File: src/rtl/axil_arb_pkg.sv
// Shared definitions for the AXI4-lite arbiters.
//   arb_state_t : arbiter FSM encoding (IDLE=0, ADDR=1, DATA=2, RESP=3)
//   sel_width() : grant index width for n requesters, never less than 1 bit
package axil_arb_pkg;

  typedef enum logic [1:0] {
    ST_IDLE = 2'd0,
    ST_ADDR = 2'd1,
    ST_DATA = 2'd2,
    ST_RESP = 2'd3
  } arb_state_t;

  function automatic int sel_width(input int n);
    return (n > 1) ? $clog2(n) : 1;
  endfunction

endpackage

File: src/rtl/axil_rr_select.sv
// Combinational round-robin selector.
//   req          : request vector, one bit per requester
//   ptr          : index of the requester with highest priority this cycle
//   grant_onehot : one-hot grant, zero when nothing is requested
//   grant_idx    : binary index of the granted requester
//   grant_valid  : at least one request present
// The winner is the first asserted request at or after ptr, wrapping past S_COUNT-1.
module axil_rr_select
  import axil_arb_pkg::*;
#(
  parameter  int S_COUNT    = 4,
  localparam int CL_S_COUNT = sel_width(S_COUNT)
) (
  input  logic [S_COUNT-1:0]    req,
  input  logic [CL_S_COUNT-1:0] ptr,
  output logic [S_COUNT-1:0]    grant_onehot,
  output logic [CL_S_COUNT-1:0] grant_idx,
  output logic                  grant_valid
);

  logic [CL_S_COUNT:0]   sum;
  logic [CL_S_COUNT-1:0] idx;

  // Scan from the furthest candidate back towards ptr so the nearest
  // asserted request overwrites any earlier hit.
  always_comb begin
    grant_onehot = '0;
    grant_idx    = '0;
    grant_valid  = 1'b0;
    sum          = '0;
    idx          = '0;
    for (int i = S_COUNT - 1; i >= 0; i--) begin
      sum = {1'b0, ptr} + (CL_S_COUNT + 1)'(i);
      if (sum >= (CL_S_COUNT + 1)'(S_COUNT)) begin
        sum = sum - (CL_S_COUNT + 1)'(S_COUNT);
      end
      idx = sum[CL_S_COUNT-1:0];
      if (req[idx]) begin
        grant_onehot      = '0;
        grant_onehot[idx] = 1'b1;
        grant_idx         = idx;
        grant_valid       = 1'b1;
      end
    end
  end

endmodule

File: src/rtl/axil_rd_arbiter.sv
// Round-robin AXI4-lite read arbiter: S_COUNT requesters share one read master
// port, one transaction outstanding at a time.
//   clk, rst_n        : clock, asynchronous active-low reset
//   s_axil_ar*        : per-requester read address channels (flattened vectors)
//   s_axil_r*         : read data/resp broadcast, per-requester rvalid/rready
//   m_axil_ar*/r*     : downstream read master port
//   dbg_state         : current FSM state (arb_state_t encoding)
// Handshake rule on every channel: a beat transfers on a rising edge where
// valid and ready are both 1; valid, once raised, holds with stable payload
// until that edge.
module axil_rd_arbiter
  import axil_arb_pkg::*;
#(
  parameter int S_COUNT    = 4,
  parameter int DATA_WIDTH = 32,
  parameter int ADDR_WIDTH = 32
) (
  input  logic                          clk,
  input  logic                          rst_n,
  input  logic [S_COUNT*ADDR_WIDTH-1:0] s_axil_araddr,
  input  logic [S_COUNT*3-1:0]          s_axil_arprot,
  input  logic [S_COUNT-1:0]            s_axil_arvalid,
  output logic [S_COUNT-1:0]            s_axil_arready,
  output logic [DATA_WIDTH-1:0]         s_axil_rdata,
  output logic [1:0]                    s_axil_rresp,
  output logic [S_COUNT-1:0]            s_axil_rvalid,
  input  logic [S_COUNT-1:0]            s_axil_rready,
  output logic [ADDR_WIDTH-1:0]         m_axil_araddr,
  output logic [2:0]                    m_axil_arprot,
  output logic                          m_axil_arvalid,
  input  logic                          m_axil_arready,
  input  logic [DATA_WIDTH-1:0]         m_axil_rdata,
  input  logic [1:0]                    m_axil_rresp,
  input  logic                          m_axil_rvalid,
  output logic                          m_axil_rready,
  output logic [1:0]                    dbg_state
);

  localparam int CL_S_COUNT = sel_width(S_COUNT);

  arb_state_t state_q, state_d;

  logic [CL_S_COUNT-1:0] grant_q;
  logic [CL_S_COUNT-1:0] ptr_q;
  logic [ADDR_WIDTH-1:0] araddr_q;
  logic [2:0]            arprot_q;
  logic                  arvalid_q;
  logic                  rready_q;
  logic [DATA_WIDTH-1:0] rdata_q;
  logic [1:0]            rresp_q;
  logic [S_COUNT-1:0]    rvalid_q;

  logic [S_COUNT-1:0]    sel_onehot;
  logic [CL_S_COUNT-1:0] sel_idx;
  logic                  sel_valid;

  logic [ADDR_WIDTH-1:0] araddr_arr [S_COUNT];
  logic [2:0]            arprot_arr [S_COUNT];

  for (genvar g = 0; g < S_COUNT; g++) begin : g_unpack
    assign araddr_arr[g] = s_axil_araddr[g*ADDR_WIDTH +: ADDR_WIDTH];
    assign arprot_arr[g] = s_axil_arprot[g*3 +: 3];
  end

  axil_rr_select #(
    .S_COUNT (S_COUNT)
  ) u_select (
    .req          (s_axil_arvalid),
    .ptr          (ptr_q),
    .grant_onehot (sel_onehot),
    .grant_idx    (sel_idx),
    .grant_valid  (sel_valid)
  );

  // Grant is only offered while idle; rst_n gating keeps arready low
  // during reset even though the state register already reads IDLE.
  assign s_axil_arready = (state_q == ST_IDLE && rst_n) ? sel_onehot : '0;

  always_ff @(posedge clk or negedge rst_n) begin
    if (!rst_n) begin
      state_q <= ST_IDLE;
    end else begin
      state_q <= state_d;
    end
  end

  always_comb begin
    state_d = state_q;
    unique case (state_q)
      ST_IDLE: if (sel_valid)                 state_d = ST_ADDR;
      ST_ADDR: if (m_axil_arready)            state_d = ST_DATA;
      ST_DATA: if (m_axil_rvalid)             state_d = ST_RESP;
      ST_RESP: if (s_axil_rready[grant_q])    state_d = ST_IDLE;
      default:                                state_d = ST_IDLE;
    endcase
  end

  always_ff @(posedge clk or negedge rst_n) begin
    if (!rst_n) begin
      grant_q   <= '0;
      ptr_q     <= '0;
      araddr_q  <= '0;
      arprot_q  <= '0;
      arvalid_q <= 1'b0;
      rready_q  <= 1'b0;
      rdata_q   <= '0;
      rresp_q   <= '0;
      rvalid_q  <= '0;
    end else begin
      unique case (state_q)
        ST_IDLE: begin
          if (sel_valid) begin
            grant_q   <= sel_idx;
            araddr_q  <= araddr_arr[sel_idx];
            arprot_q  <= arprot_arr[sel_idx];
            arvalid_q <= 1'b1;
          end
        end
        ST_ADDR: begin
          if (m_axil_arready) begin
            arvalid_q <= 1'b0;
            // rready rises together with entry into DATA.
            rready_q  <= 1'b1;
          end
        end
        ST_DATA: begin
          if (m_axil_rvalid) begin
            rdata_q  <= m_axil_rdata;
            rresp_q  <= m_axil_rresp;
            rvalid_q <= S_COUNT'(1) << grant_q;
            rready_q <= 1'b0;
          end
        end
        ST_RESP: begin
          if (s_axil_rready[grant_q]) begin
            rvalid_q <= '0;
            // Priority moves just past the port that was served.
            ptr_q    <= (grant_q == CL_S_COUNT'(S_COUNT - 1)) ? '0 : grant_q + 1'b1;
          end
        end
        default: begin
          arvalid_q <= 1'b0;
          rready_q  <= 1'b0;
          rvalid_q  <= '0;
        end
      endcase
    end
  end

  assign m_axil_araddr  = araddr_q;
  assign m_axil_arprot  = arprot_q;
  assign m_axil_arvalid = arvalid_q;
  assign m_axil_rready  = rready_q;
  assign s_axil_rdata   = rdata_q;
  assign s_axil_rresp   = rresp_q;
  assign s_axil_rvalid  = rvalid_q;
  assign dbg_state      = state_q;

endmodule
File: config.mk
export PLATFORM = sky130hd
export DESIGN_NAME = axil_rd_arbiter
export DESIGN_NICKNAME = d
export VERILOG_FILES = /design/src/rtl/axil_arb_pkg.sv /design/src/rtl/axil_rr_select.sv /design/src/rtl/axil_rd_arbiter.sv
export SDC_FILE = /design/constraint.sdc
export NUM_CORES = 1
export LEC_CHECK = 0
export ABC_AREA = 1
export CAP_MARGIN = 25
export CORE_UTILIZATION = 32
export CTS_CLUSTER_SIZE = 30
export DETAILED_ROUTE_END_ITERATION = 10
export PLACE_DENSITY = 0.8
export REMOVE_ABC_BUFFERS = 1
export SYNTH_ARGS = -nofsm -noshare
export SYNTH_HDL_FRONTEND = slang
export SYNTH_SLANG_ARGS = --single-unit
export TNS_END_PERCENT = 1
File: constraint.sdc
create_clock -name clk -period 2.06 [get_ports clk]
set_input_delay 0.618 -clock clk [delete_from_list [all_inputs] [get_ports clk]]
set_output_delay 0.618 -clock clk [all_outputs]
set_load 0.02 [all_outputs]
==> reports/metrics.csv <==
stage;metric;value;unit
status;outcome;finished, violations left;
status;violated checks;setup timing;
floorplanning;die height;127;um
clock_tree;clk slew on worst S/H paths;0.06;ns
clock_tree;Root Driver;clkbuf_16;
grt;GRT Util Overall;20.6;%
power;total power;14200;uW
worst_setup_path;Bufs and invs on worst path;2;
worst_setup_path;Max FO, Critical Path;9;
worst_setup_path;reg-to-reg setup timing slack;-0.07;ns
worst_setup_path;Worst Setup End Kind;output pin;
worst_setup_path;CP max stage cell;dfrtp_1;
clock_tree;H-Tree Depth;3;
worst_hold_path;Hold Path Class;input port to asynchronous set/reset pin;
worst_setup_path;Setup CP Type;flop to output pin;
placed_design;hpwl dp;12.3;mm
route;vias;5374;
timing;Final Cycle Share;129;%
worst_setup_path;Critical Path AT;2.04;ns
route;DR WL/cell;14.2;um
clock_tree;Skew-Pair Late Insertion Delay;0.34;ns
worst_setup_path;Worst setup SP type;flop;
grt;grt ovf;0;
worst_setup_path;CP peak stage delay;0.41;ns
timing;RSZ-0062 raised after global routing;true;
timing;Clock Skew;0.00565;ns
cells_and_area;synth-to-layout area growth;72.1;%
power;Pleak;0.00409;uW
cells_and_area;n_diodes;0;
timing;Setup violations, final;35;
floorplanning;io pins;267;
grt;initial antenna violation count;0;
job;max-cap violations;0;
floorplanning;Chip Width;127;um
route;1st-pass router iterations;5;
placed_design;placed cell area;8180;sq um
yosys;Syn Inst Count;648;
timing;Fin. Hold Viols;0;
worst_setup_path;Reg-to-Reg Start;ptr_q[0];
power;VDD IR max;0.000821;V
cells_and_area;post-route cell area;8670;sq um
timing;Final WS setup;-0.598;ns
clock_tree;clk sink count;81;
route;total wire length;16.5;mm
timing;highest clock rate;376;MHz
cells_and_area;fin util;56.8;%
route;drt via density;4.64;
cells_and_area;Nets;1144;
yosys;Cell Area, Synth;5040;sq um
yosys;Mean Syn Cell Area;7.77;sq um
timing;Rel. slew slack;44.1;%
yosys;Seq cells post-synth;81;
power;power density over the cells;1640;nW/um^2
placed_design;pre-CTS WS;-1.16;ns
worst_setup_path;worst path cell trace;buf_6, nand2_2, nand2_2, o21ai_2, nand3_1, o211ai_1, o21ai_1, nand2_1, o21ai_1, nor2_1, buf_4;
worst_setup_path;Reg2Reg Depth;13;
clock_tree;CTS max path bufs;2;
grt;largest net degree at the start of global routing;64;
worst_setup_path;R2R Path End;m_axil_araddr[18];
clock_tree;Num CTS Buffers;9;
timing;Setup TNS Final;-3.10;ns
yosys;post-synthesis sequential area ratio;40.2;%
yosys;Synth warnings;0;
placed_design;buffers added on ports;266;
floorplanning;Initial Utilization;33.0;%
floorplanning;total die area;16200;sq um
grt;vias in the first global route;5371;
grt;first-pass GRT wire length;26.2;mm
clock_tree;CTS tree;yes;
floorplanning;core box area;15300;sq um
yosys;synth unique cells;33;
route;DRC Markers;0;
timing;Tmin final;2.66;ns
route;DRT iter0 DRCs;269;
cells_and_area;layout cells sized above 1;15.8;%
floorplanning;Cell Rows;45;
worst_setup_path;Crit path max-delay family;compound AO/OA/AOI/OAI gates;
placed_design;gpl congestion;0.934;
route;Routed Antenna Nets;0;
timing;max-slew violation count;0;
timing;actual slew at the worst max-slew pin;0.839;ns
worst_setup_path;CP required;1.44;ns
where the power goes:
part           total (uW)  internal (uW)  switching [uW]
registers            2840           2410             430
clock network        1720           1050             673
logic                9640           4430            5210
total               14200           7890            6310
worst max path at each step:
stage | slack, ns | endpoint | depth (start not counted) | startpoint
after detailed placement | -1.16 | s_axil_arready[1] | 12 | s_axil_arvalid[2]
after global placement | -1.12 | s_axil_arready[3] | 10 | s_axil_arvalid[2]
final | -0.60 | s_axil_arready[1] | 11 | ptr_q[0]
after floorplan | -2.06 | m_axil_araddr[3] | 13 | ptr_q[0]
after CTS | -0.50 | s_axil_arready[1] | 11 | ptr_q[0]
after global routing | -0.75 | s_axil_arready[1] | 12 | ptr_q[0]
cells in the mapped netlist:
| master | instances | share of area, % |
|---|---|---|
| nand3_1 | 93 | 9.2 |
| buf_2 | 17 | 1.7 |
| o21ai_2 | 1 | 0.17 |
| inv_4 | 1 | 0.12 |
| o211ai_1 | 26 | 3.9 |
| nand3b_1 | 11 | 1.6 |
| o31ai_1 | 1 | 0.15 |
| o22ai_1 | 2 | 0.25 |
| o21ai_0 | 12 | 1.2 |
| inv_1 | 105 | 7.8 |
| nor2_2 | 2 | 0.25 |
| ha_1 | 15 | 3.7 |
| a211oi_1 | 1 | 0.15 |
| or2_0 | 19 | 2.4 |
| nand4_1 | 2 | 0.25 |
| mux2_2 | 34 | 7.6 |
| a22oi_1 | 1 | 0.15 |
| buf_6 | 6 | 1.3 |
| nand2_1 | 165 | 12 |
| buf_1 | 2 | 0.15 |
| nand2_2 | 9 | 1.1 |
| nand3_2 | 1 | 0.20 |
| nor2_1 | 11 | 0.82 |
| or2_2 | 6 | 0.75 |
| buf_4 | 2 | 0.30 |
| o21bai_1 | 1 | 0.15 |
| a21oi_1 | 10 | 0.99 |
| o221ai_1 | 1 | 0.17 |
| inv_2 | 3 | 0.22 |
| nor3_1 | 1 | 0.099 |
| clkbuf_1 | 5 | 0.37 |
| a31oi_1 | 1 | 0.12 |
| dfrtp_1 | 81 | 40 |
routing by layer:
layer	vias to the layer above	GRT usage, %	wire length [um]
met1	2481	22.9	6480
met4	0	7.70	302
met5	-	0	0
met3	24	4.40	1190
met2	208	38.4	8510
li1	2661	-	-
sequential cells by signal, indices dropped and copies added (netlist names):
name / flops
ptr_q: 2
m_axil_rready: 1
s_axil_rvalid: 4
m_axil_arvalid: 1
s_axil_rdata: 32
dbg_state: 2
m_axil_araddr: 32
grant_q: 2
m_axil_arprot: 3
s_axil_rresp: 2
layout by cell type (no fill, tap or decap), types with 2 or more instances in the layout:
master           synthesis  routed
nor2_1                  11      10
o21ai_0                 12       9
buf_12                   0       5
buf_4                    2      41
or2_2                    6       5
a21oi_1                 10      10
nand3_4                  0       2
inv_2                    3       7
o21ai_1                  0       3
ha_1                    15      14
inv_6                    0       2
nor2_2                   2       2
o211ai_1                26      26
buf_6                    6       6
clkdlybuf4s50_1          0     255
inv_4                    1       2
nand3_2                  1       5
dlygate4sd2_1            0       5
clkbuf_8                 0       3
buf_8                    0       2
nand2_1                165     157
or2_0                   19      19
mux2_2                  34      34
nand2_4                  0       5
nand2_2                  9      12
nand3_1                 93      87
dfrtp_1                 81      81
inv_1                  105     100
clkbuf_16                0       9
nand4_1                  2       2
nand3b_1                11      11
timing repair:
item / 4_1_cts / 5_1_grt
hold endpoints to repair: 0 / 0
cloned: 0 / 0
buffers inserted: 1 / 3
pin swaps: 15 / 7
resized for setup: 56 / 13
endpoints found under the setup margin: 43 / 43
hold buffers: 0 / 0
metrics by stage:
stage	hold WS [ns]	cells
6_report	0.244	1159
5_1_grt	0.267	1159
4_1_cts	0.239	1156
3_5_place_dp	0.464	1139
3_3_place_gp	0.463	1139
2_1_floorplan	0.322	616
logic make-up (layout without fill, tap and decap cells):
group / count (synthesis) / count (layout) / share of synthesized area (%)
compound gates: 57 / 57 / 7.38
fa+ha+maj: 15 / 15 / 3.73
buf+inv: 141 / 441 / 12.0
flops: 81 / 81 / 40.2
mux: 34 / 34 / 7.60
simple gates: 320 / 320 / 29.0
layout make-up:
cell class / instances / area (sq um)
clock buffer: 12 / 267
clock inverter: 4 / 56.3
fill: 1380 / 6590
multi-input combinational: 426 / 2520
tap: 211 / 264
sequential: 81 / 2030
timing repair buffer: 316 / 3120
inverter: 109 / 414
(Power assumes the default switching activity.)
